[src/rtl/fill_sched_pkg.sv]
// Shared definitions for the fill phase scheduler: state/Phase encodings
// and the default phase-length and sizing constants.
package fill_sched_pkg;

  // State register width; the state code doubles as the Phase output value.
  typedef logic [2:0] state_t;

  localparam state_t ST_IDLE = 3'd0;
  localparam state_t ST_PH1  = 3'd1;
  localparam state_t ST_PH2  = 3'd2;
  localparam state_t ST_PH3  = 3'd3;
  localparam state_t ST_PH4  = 3'd4;
  localparam state_t ST_PH5  = 3'd5;

  // Default phase lengths in cycles.
  localparam int P1_LEN_DEF = 2;
  localparam int P2_LEN_DEF = 3;
  localparam int P3_LEN_DEF = 4;
  localparam int P4_LEN_DEF = 2;
  localparam int P5_LEN_DEF = 1;

  // Default phase counter width and request queue depth.
  localparam int CNT_W_DEF  = 16;
  localparam int DEPTH_DEF  = 4;

endpackage

[src/rtl/fill_phase_scheduler_counter.sv]
// Shared loadable down-counter used to time every phase. Load wins over
// decrement; the counter saturates at zero.
module phase_counter
  import fill_sched_pkg::*;
#(
  parameter int CNT_W = CNT_W_DEF
) (
  input  logic             clk,
  input  logic             rst_n,
  input  logic             load,
  input  logic [CNT_W-1:0] load_val,
  input  logic             dec,
  output logic             zero
);

  logic [CNT_W-1:0] cnt_q;
  logic [CNT_W-1:0] cnt_d;

  // Next count: load a new phase length, otherwise count down towards zero.
  always_comb begin
    cnt_d = cnt_q;
    if (load) begin
      cnt_d = load_val;
    end else if (dec && (cnt_q != {CNT_W{1'b0}})) begin
      cnt_d = cnt_q - {{(CNT_W-1){1'b0}}, 1'b1};
    end else begin
      cnt_d = cnt_q;
    end
  end

  // Count register, cleared asynchronously.
  always_ff @(posedge clk or negedge rst_n) begin
    if (!rst_n) begin
      cnt_q <= {CNT_W{1'b0}};
    end else begin
      cnt_q <= cnt_d;
    end
  end

  assign zero = (cnt_q == {CNT_W{1'b0}});

endmodule

[src/rtl/fill_phase_scheduler.sv]
// Five-phase fill scheduler: queues frame-start requests and walks each
// frame through PH1..PH5 using one shared phase counter. Frames run
// back-to-back from PH5 into PH1 while requests are pending.
module fill_phase_scheduler
  import fill_sched_pkg::*;
#(
  parameter int P1_LEN = P1_LEN_DEF,
  parameter int P2_LEN = P2_LEN_DEF,
  parameter int P3_LEN = P3_LEN_DEF,
  parameter int P4_LEN = P4_LEN_DEF,
  parameter int P5_LEN = P5_LEN_DEF,
  parameter int CNT_W  = CNT_W_DEF,
  parameter int DEPTH  = DEPTH_DEF
) (
  input  logic       S_AXIS_ACLK,
  input  logic       S_AXIS_ARESETN,
  input  logic       Din_Valid,
  output logic       Din_Ready,
  output logic [2:0] Phase,
  output logic       Sel_Valid,
  output logic       Dout_Valid,
  output logic       Busy,
  output logic [3:0] Pending,
  output logic       Drop
);

  // Counter load values: a phase of length N holds for N cycles, so load N-1.
  localparam logic [CNT_W-1:0] P1_LD = CNT_W'(P1_LEN - 1);
  localparam logic [CNT_W-1:0] P2_LD = CNT_W'(P2_LEN - 1);
  localparam logic [CNT_W-1:0] P3_LD = CNT_W'(P3_LEN - 1);
  localparam logic [CNT_W-1:0] P4_LD = CNT_W'(P4_LEN - 1);
  localparam logic [CNT_W-1:0] P5_LD = CNT_W'(P5_LEN - 1);
  localparam logic [3:0]       DEPTH_C = 4'(DEPTH);

  state_t           state_q, state_d;
  logic [3:0]       pend_q, pend_d;
  logic             drop_q, drop_d;
  logic             sel_q, sel_d;
  logic             dout_q, dout_d;
  logic             busy_q, busy_d;

  logic             accept_s;
  logic             start_s;
  logic             cnt_load_s;
  logic             cnt_dec_s;
  logic             cnt_zero_s;
  logic [CNT_W-1:0] cnt_load_val_s;

  assign Din_Ready = (pend_q < DEPTH_C);
  assign accept_s  = Din_Valid && Din_Ready;

  phase_counter #(
    .CNT_W (CNT_W)
  ) u_phase_counter (
    .clk      (S_AXIS_ACLK),
    .rst_n    (S_AXIS_ARESETN),
    .load     (cnt_load_s),
    .load_val (cnt_load_val_s),
    .dec      (cnt_dec_s),
    .zero     (cnt_zero_s)
  );

  // Phase sequencing: advance on counter zero, start frames from the queue.
  always_comb begin
    state_d        = state_q;
    start_s        = 1'b0;
    cnt_load_s     = 1'b0;
    cnt_dec_s      = 1'b0;
    cnt_load_val_s = {CNT_W{1'b0}};
    case (state_q)
      ST_IDLE: begin
        if (pend_q != 4'd0) begin
          state_d        = ST_PH1;
          start_s        = 1'b1;
          cnt_load_s     = 1'b1;
          cnt_load_val_s = P1_LD;
        end else begin
          state_d = ST_IDLE;
        end
      end
      ST_PH1: begin
        if (cnt_zero_s) begin
          state_d        = ST_PH2;
          cnt_load_s     = 1'b1;
          cnt_load_val_s = P2_LD;
        end else begin
          cnt_dec_s = 1'b1;
        end
      end
      ST_PH2: begin
        if (cnt_zero_s) begin
          state_d        = ST_PH3;
          cnt_load_s     = 1'b1;
          cnt_load_val_s = P3_LD;
        end else begin
          cnt_dec_s = 1'b1;
        end
      end
      ST_PH3: begin
        if (cnt_zero_s) begin
          state_d        = ST_PH4;
          cnt_load_s     = 1'b1;
          cnt_load_val_s = P4_LD;
        end else begin
          cnt_dec_s = 1'b1;
        end
      end
      ST_PH4: begin
        if (cnt_zero_s) begin
          state_d        = ST_PH5;
          cnt_load_s     = 1'b1;
          cnt_load_val_s = P5_LD;
        end else begin
          cnt_dec_s = 1'b1;
        end
      end
      ST_PH5: begin
        if (cnt_zero_s && (pend_q != 4'd0)) begin
          state_d        = ST_PH1;
          start_s        = 1'b1;
          cnt_load_s     = 1'b1;
          cnt_load_val_s = P1_LD;
        end else if (cnt_zero_s) begin
          state_d = ST_IDLE;
        end else begin
          cnt_dec_s = 1'b1;
        end
      end
      default: begin
        state_d = ST_IDLE;
      end
    endcase
  end

  // Pending queue count; accept and start on the same edge cancel out.
  // Accept needs pend_q < DEPTH and start needs pend_q > 0, so it cannot wrap.
  always_comb begin
    pend_d = pend_q;
    if (accept_s && !start_s) begin
      pend_d = pend_q + 4'd1;
    end else if (start_s && !accept_s) begin
      pend_d = pend_q - 4'd1;
    end else begin
      pend_d = pend_q;
    end
  end

  // Output decodes computed from next state so the outputs come straight off flops.
  always_comb begin
    drop_d = drop_q | (Din_Valid & ~Din_Ready);
    sel_d  = (state_d == ST_PH2) || (state_d == ST_PH3);
    dout_d = (state_d == ST_PH4);
    busy_d = (state_d != ST_IDLE) || (pend_d != 4'd0);
  end

  // State, queue and output registers, cleared asynchronously.
  always_ff @(posedge S_AXIS_ACLK or negedge S_AXIS_ARESETN) begin
    if (!S_AXIS_ARESETN) begin
      state_q <= ST_IDLE;
      pend_q  <= 4'd0;
      drop_q  <= 1'b0;
      sel_q   <= 1'b0;
      dout_q  <= 1'b0;
      busy_q  <= 1'b0;
    end else begin
      state_q <= state_d;
      pend_q  <= pend_d;
      drop_q  <= drop_d;
      sel_q   <= sel_d;
      dout_q  <= dout_d;
      busy_q  <= busy_d;
    end
  end

  assign Phase      = state_q;
  assign Pending    = pend_q;
  assign Drop       = drop_q;
  assign Sel_Valid  = sel_q;
  assign Dout_Valid = dout_q;
  assign Busy       = busy_q;

endmodule

[config.mk]
export PLATFORM = sky130hd
export DESIGN_NAME = fill_phase_scheduler
export DESIGN_NICKNAME = d
export VERILOG_FILES = /design/src/rtl/fill_sched_pkg.sv /design/src/rtl/fill_phase_scheduler_counter.sv /design/src/rtl/fill_phase_scheduler.sv
export SDC_FILE = /design/constraint.sdc
export NUM_CORES = 1
export LEC_CHECK = 0
export ABC_AREA = 1
export BUFFER_PORTS_ARGS = -buffer_cell sky130_fd_sc_hd__buf_2
export CAP_MARGIN = 20
export CORE_UTILIZATION = 54
export CTS_CLUSTER_SIZE = 12
export DETAILED_ROUTE_END_ITERATION = 16
export MAX_ROUTING_LAYER = met4
export PLACE_DENSITY = 0.8
export SYNTH_ARGS = -nofsm -noshare
export SYNTH_HDL_FRONTEND = slang
export SYNTH_HIERARCHICAL = 1
export SYNTH_SLANG_ARGS = --single-unit
[constraint.sdc]
create_clock -name S_AXIS_ACLK -period 3 [get_ports S_AXIS_ACLK]
set_input_delay 0.6 -clock S_AXIS_ACLK [delete_from_list [all_inputs] [get_ports S_AXIS_ACLK]]
set_output_delay 0.6 -clock S_AXIS_ACLK [all_outputs]
set_load 0.005 [all_outputs]
==> impl_metrics.json, run 1 <==
{
  "timing.final.hold_violations": 0,
  "postRouteAntennaNets": 0,
  "h-tree-depth": 1,
  "cell_variety_after_synth": 33,
  "antenna_cells_inserted": 0,
  "drc": 0,
  "dp.cells": 344,
  "detail_route.wl_per_cell_um": 11.3,
  "routabilityCongestion": 0.917,
  "powerDensity_nw_per_um2": 1100,
  "port_buffers": 14,
  "synth_area_leader_cell": "dfrtp_1",
  "place.detailed.hpwl_mm": 2.97,
  "met2RoutedLength_mm": 1.90,
  "yosys_warnings": 6,
  "cp-start-kind": "flop",
  "critical-path-slowest-cell": "dfrtp_1",
  "max_clock_freq_mhz": 367,
  "setup_viol": 0,
  "finalNetCount": 309,
  "netlist_instances": 274,
  "clk_transition_reported_paths_ns": 0.15,
  "die_x_um": 62.3,
  "status": "finished clean",
  "critical_path_buf_inv_count": 3,
  "layout-drive-gt1-share": 0.219,
  "instances_no_fill": 348,
  "pwr-share-clk": 0.067,
  "power_switching_share": 0.535,
  "yosys.area.top_type_share": 0.344,
  "routed-via-count": 1745,
  "timing_worst_setup_path_type": "reg -> reg",
  "period_minus_slack_ns": 2.72,
  "mappedNetlistArea_um2": 1960,
  "synth_enable_flop_cells": 0,
  "drv_slew": 0,
  "crit_family": "simple AND/OR/NAND/NOR gates",
  "core_region_area_um2": 3420,
  "grt_setup_unrepaired": "no",
  "synth-async-reset-ratio": 1.00,
  "io-pin-count": 15,
  "first_iter_violations": 89,
  "stdcell_area_um2": 2160,
  "leading_cell_types_by_total_area_after_synthesis": "dfrtp_1 (34%), nand2_1 (15%), nand3_1 (8.4%), nor2_1 (5.4%), inv_1 (4.6%)",
  "timing.slew.headroom": 0.593,
  "clock-skew-final_ns": 0.00370,
  "cellInternalPower_uw": 1110,
  "clk-insertion-delay-late_ns": 0.32,
  "met3RoutedLength_um": 139,
  "pin_count_of_the_biggest_net_entering_global_routing": 28,
  "m1WireLength_mm": 1.89,
  "initial_antenna_violation_count": 0,
  "combinational_cell_fraction_of_total_power": 0.625,
  "finalCritPeriodShare": 0.907,
  "number_of_buffers_created_by_cts": 3,
  "drt_first_pass_iters": 4,
  "timing.critical_path.slowest_cell_delay_ns": 0.40,
  "tightest_slew_ns": 0.606,
  "die_area_um2": 3880,
  "die_y_um": 62.3,
  "clockBufferDepth": 2,
  "placement.setup.worst_slack_ns": 0.228,
  "leakage_uw": 0.00110,
  "clock_root_buffer": "clkbuf_4",
  "vias_per_cell": 5.01,
  "grt_pass1_vias": 1634,
  "synth_flop_cell": "dfrtp_1",
  "area_delta_synth_final_pct": 10.1,
  "grt_first_pass_wirelength_mm": 6.99,
  "min-delay-path-class": "in -> async",
  "cpMostUsedCell": "nand2_1",
  "cp-end-kind": "flop",
  "ys_seq_elements": 27,
  "starting_density_of_the_core": 0.575,
  "power.sequential.fraction": 0.308,
  "routed.top_layer": "met4",
  "cp_data_required_time_ns": 3.23,
  "worstPathArrival_ns": 2.95,
  "vdd_drop_max_v": 0.000605,
  "cts_tree": "done",
  "placementRows": 21,
  "finalHoldWorstSlack_ns": 0.260,
  "routed_wl_mm": 3.94,
  "synth_sequential_area_ratio": 0.344,
  "worstPathMaxFanout": 24,
  "synth_area_per_cell_um2": 7.16,
  "final_critical_path_setup_slack_ns": 0.278,
  "setup-tns-final_ns": 0,
  "cap_violations": 0,
  "remaining_global_route_overflow": 0,
  "timing.critical_path.cells": "inv_1, ha_1, inv_1, nor2_2, nand3_1, nor2_2, nand2_1, nor4_4, nand2_2, nor2_4, o21ai_1, nand2_1, inv_4, or2_2, nand3_2, nand2_1",
  "cts_sinks": 27,
  "postPlaceCellArea_um2": 2120,
  "switchingPower_uw": 1280,
  "overall_track_demand_over_capacity_in_global_routing": 0.226
}
## cell families (layout without fill, tap and decap cells)
logic type / count (synthesis) / in the layout / share of synthesized area
fa+ha+maj: 3 / 3 / 0.0191
simple gates: 178 / 178 / 0.452
buf+inv: 35 / 50 / 0.0752
other cells: 1 / 14 / 0.00191
compound gates: 22 / 22 / 0.0720
xor+xnor: 8 / 8 / 0.0357
flops: 27 / 27 / 0.344
## path summary, 6_finish.rpt
path / to / depth (start not counted) / startpoint / slack, ns
max in group asynchronous: Phase[1]$_DFF_PN0_ / 1 / S_AXIS_ARESETN / 2.36
worst max register to register: u_phase_counter/cnt_q[14]$_DFFE_PN0P_ / 16 / u_phase_counter/cnt_q[0]$_DFFE_PN0P_ / 0.28
worst min-delay path: u_phase_counter/cnt_q[15]$_DFFE_PN0P_ / 1 / S_AXIS_ARESETN / 0.26
worst min register to register: Drop$_DFF_PN0_ / 1 / Drop$_DFF_PN0_ / 0.50
worst max-delay path: u_phase_counter/cnt_q[14]$_DFFE_PN0P_ / 16 / u_phase_counter/cnt_q[0]$_DFFE_PN0P_ / 0.28
min in group S_AXIS_ACLK: Drop$_DFF_PN0_ / 1 / Drop$_DFF_PN0_ / 0.50
## layer usage
metal,up-vias,global-route usage
li1,909,-
met5,-,-
met4,0,0.0436
met2,35,0.375
met3,2,0.0294
met1,799,0.299
## power by group through the flow
| stage | Sequential [uW] | Clock [uW] | Combinational [uW] |
|---|---|---|---|
| finish | 736 | 159 | 1490 |
| global placement | 730 | 0 | 1440 |
| CTS | 725 | 168 | 1480 |
| global route | 763 | 178 | 1720 |
| detailed placement | 733 | 0 | 1480 |
| floorplan | 694 | 0 | 1230 |
## layout make-up
class                           instances  area, um2
Clock buffer                            4       26.3
Fill cell                             324       1250
Inverter                               30        115
Multi-Input combinational cell        225       1200
Sequential cell                        27        676
Tap cell                               46       57.6
Timing Repair Buffer                   16       85.1
## cell usage after synthesis, types with 2 or more instances
cell and number:
clkbuf_1 2, or2_2 4, nand2_2 8, nor3_1 2
buf_6 2, inv_1 24, a21oi_2 2, nor2_4 4
nand2_1 78, inv_2 6, nor2_2 7, nand2_4 5
ha_1 3, a21oi_1 5, o21bai_1 2, nor2_1 28
nand3_1 33, o21ai_0 6, xor2_1 7, o21ai_2 3
nand3_2 5, dfrtp_1 27
## metrics by stage
stage / total power (uW) / utilization
2_1_floorplan: 1920 / -
3_3_place_gp: 2170 / 0.621
6_report: 2390 / 0.633
3_5_place_dp: 2210 / 0.621
4_1_cts: 2370 / 0.628
5_1_grt: 2660 / 0.633
## sequential cells by signal, indices dropped and copies added, names as in the netlist
signal / flops
Busy: 1
Dout_Valid: 1
Drop: 1
Pending: 4
Phase: 3
Sel_Valid: 1
u_phase_counter/cnt_q: 16
## what timing repair did
item,CTS,global route
resized for setup,0,4
hold endpoints to repair,0,0
setup endpoints to repair,0,14
setup buffers,0,0
hold buffers,0,0
## placed cells by master (no fill, tap or decap), types with 2 or more instances in the layout
master	n
nand2_1	78
nand3_1	32
nor2_1	28
dfrtp_1	27
inv_1	24
buf_2	14
conb_1	14
nand2_2	8
nor2_2	7
xor2_1	7
o21ai_0	6
nand3_2	6
inv_2	5
a21oi_1	5
nand2_4	5
nor2_4	4
or2_2	4
ha_1	3
clkbuf_4	3
o21ai_2	3
nor3_1	2
o21bai_1	2
buf_4	2
a21oi_2	2
Note: power is estimated with default switching activity, not from simulation.
==> run 2, diff against run 1 <==
Settings changed: PLACE_DENSITY 0.8 to 0.75.
==> run 2 against run 1 <==
Against the previous run:
- maximum frequency decreased by 1.3%
- sequential power decreased by 1%
- wire length increased by 3.2%
- clock skew increased by 0.0087 ns
- combinational power increased by 4%
- worst hold slack got worse by 0.0033 ns
- cell count increased by 0.29%
- total power increased by 2.1%
- setup slack got worse by 0.037 ns
- clock power about the same
- critical path depth increased by 1
- utilization increased by 0.84 points
==> impl_metrics.json, run 2 (synthesis results as in run 1) <==
{
  "status": "finished clean",
  "routed-via-count": 1759,
  "starting_density_of_the_core": 0.575,
  "n_fill_cell": 340,
  "regToRegStartpoint": "u_phase_counter/cnt_q[0]$_DFFE_PN0P_",
  "antenna_cells_inserted": 0,
  "leakage_uw": 0.00110,
  "drv_slew": 0,
  "grt_first_pass_wirelength_mm": 6.99,
  "vdd_drop_max_v": 0.000515,
  "register_to_register_path_setup_slack_ns": 0.24,
  "timing.slew.headroom": 0.587,
  "placementRows": 21,
  "timing.critical_path.slowest_cell_delay_ns": 0.41,
  "timing_worst_setup_path_type": "reg -> reg",
  "layout.area.seq_um2": 676,
  "clockBufferDepth": 2,
  "cp-end-kind": "flop",
  "drt_first_pass_iters": 4,
  "port_buffers": 14,
  "die_x_um": 62.3,
  "finalHoldWorstSlack_ns": 0.257,
  "initial_antenna_violation_count": 0,
  "multi_input_area_um2": 1220,
  "cap_violations": 0,
  "min-delay-path-class": "in -> async",
  "critical-path-slowest-cell": "dfrtp_1",
  "finalNetCount": 310,
  "timing.critical_path.cells": "inv_1, ha_4, inv_1, nor2_2, nand3_1, nor2_2, nand2_1, nor4_2, buf_4, nand2_2, nor2_4, o21ai_1, nand2_2, inv_6, or2_2, nand3_2, nand2_1",
  "stdcell_area_um2": 2190,
  "worstPathMaxFanout": 24,
  "routabilityCongestion": 0.847,
  "drc": 0,
  "io-pin-count": 15,
  "vias_per_cell": 5.04,
  "cts_sinks": 27,
  "cts_tree": "done",
  "powerDensity_nw_per_um2": 1110,
  "grt_pass1_vias": 1583,
  "remaining_global_route_overflow": 0,
  "clock_root_buffer": "clkbuf_4",
  "max_clock_freq_mhz": 362,
  "largest_register_ff_count": 16,
  "worst-r2r-cell-count": 17,
  "setup_viol": 0,
  "worstReg2RegEnd": "u_phase_counter/cnt_q[12]$_DFFE_PN0P_",
  "place.detailed.hpwl_mm": 2.92,
  "cp_data_required_time_ns": 3.23,
  "finalCritPeriodShare": 0.920,
  "routed_wl_mm": 4.06,
  "overall_track_demand_over_capacity_in_global_routing": 0.234,
  "clk-insertion-delay-late_ns": 0.33,
  "cp-start-kind": "flop",
  "pin_count_of_the_biggest_net_entering_global_routing": 28,
  "detail_route.wl_per_cell_um": 11.6,
  "die_y_um": 62.3,
  "postRouteAntennaNets": 0,
  "die_area_um2": 3880,
  "postPlaceCellArea_um2": 2120,
  "clk_transition_reported_paths_ns": 0.15,
  "first_iter_violations": 74,
  "area_delta_synth_final_pct": 11.6,
  "final_common_cell": "nand2_1",
  "timing.final.hold_violations": 0,
  "h-tree-depth": 1,
  "clock-skew-final_ns": 0.0124,
  "tightest_slew_ns": 0.620,
  "layout-drive-gt1-share": 0.228,
  "core_region_area_um2": 3420,
  "number_of_buffers_created_by_cts": 3,
  "max_flop_register": "u_phase_counter/cnt_q",
  "worstPathArrival_ns": 2.99,
  "fin_util": 0.641,
  "final_cell_mix": "nand2_1 (77), nand3_1 (32), nor2_1 (28), dfrtp_1 (27), inv_1 (24)",
  "period_minus_slack_ns": 2.76
}
-- run 2: final cells by class --
cell class | count | share of cell area
repair buffers | 17 | 0.0440
flip-flops and latches | 27 | 0.308
multi-input cells | 225 | 0.556
clock buffers | 4 | 0.0120
well taps | 46 | 0.0263
inverters | 30 | 0.0537
-- run 2: stage by stage --
stage          instances  power, uW  setup WS [ns]  TNS, ns
2_1_floorplan        287       1920          0.183        0
3_3_place_gp         344       2190          0.252        0
3_5_place_dp         344       2220          0.169        0
4_1_cts              348       2380          0.138        0
5_1_grt              349       2710        -0.0103  -0.0103
6_report             349       2440          0.241        0
-- run 2: worst max-delay path, delay by kind of cell, from the launching register on --
family | cells | cell delay [ns]
adders and majority gates | 1 | 0.18
DFF | 1 | 0.41
and+or+nand+nor | 11 | 1.46
buffers and inverters | 4 | 0.48
AOI/OAI and AO/OA | 1 | 0.13
-- run 2: power breakdown --
part           leakage [uW]  internal (uW)  switching (uW)
clock             0.0000150           52.2             106
sequential         0.000323            526             201
combinational      0.000767            561             991
-- run 2: worst max-delay path by stage --
stage | from | to | cells after the start
floorplan | u_phase_counter/cnt_q[0]$_DFFE_PN0P_ | u_phase_counter/cnt_q[14]$_DFFE_PN0P_ | 17
global placement | u_phase_counter/cnt_q[0]$_DFFE_PN0P_ | u_phase_counter/cnt_q[13]$_DFFE_PN0P_ | 17
detailed placement | u_phase_counter/cnt_q[0]$_DFFE_PN0P_ | u_phase_counter/cnt_q[14]$_DFFE_PN0P_ | 17
CTS | u_phase_counter/cnt_q[0]$_DFFE_PN0P_ | u_phase_counter/cnt_q[14]$_DFFE_PN0P_ | 17
global route | u_phase_counter/cnt_q[0]$_DFFE_PN0P_ | u_phase_counter/cnt_q[14]$_DFFE_PN0P_ | 17
finish | u_phase_counter/cnt_q[0]$_DFFE_PN0P_ | u_phase_counter/cnt_q[12]$_DFFE_PN0P_ | 17
-- run 2: per-layer routing --
layer,global-route usage,wire length [um]
met5,-,0
met4,0.0901,83
met3,0.0276,150
met2,0.371,1870
met1,0.306,1960
-- run 2: what timing repair did --
item	4_1_cts	5_1_grt
hold buffers	0	0
gates resized for setup	0	9
setup endpoints to repair	0	16
buffers inserted	0	1
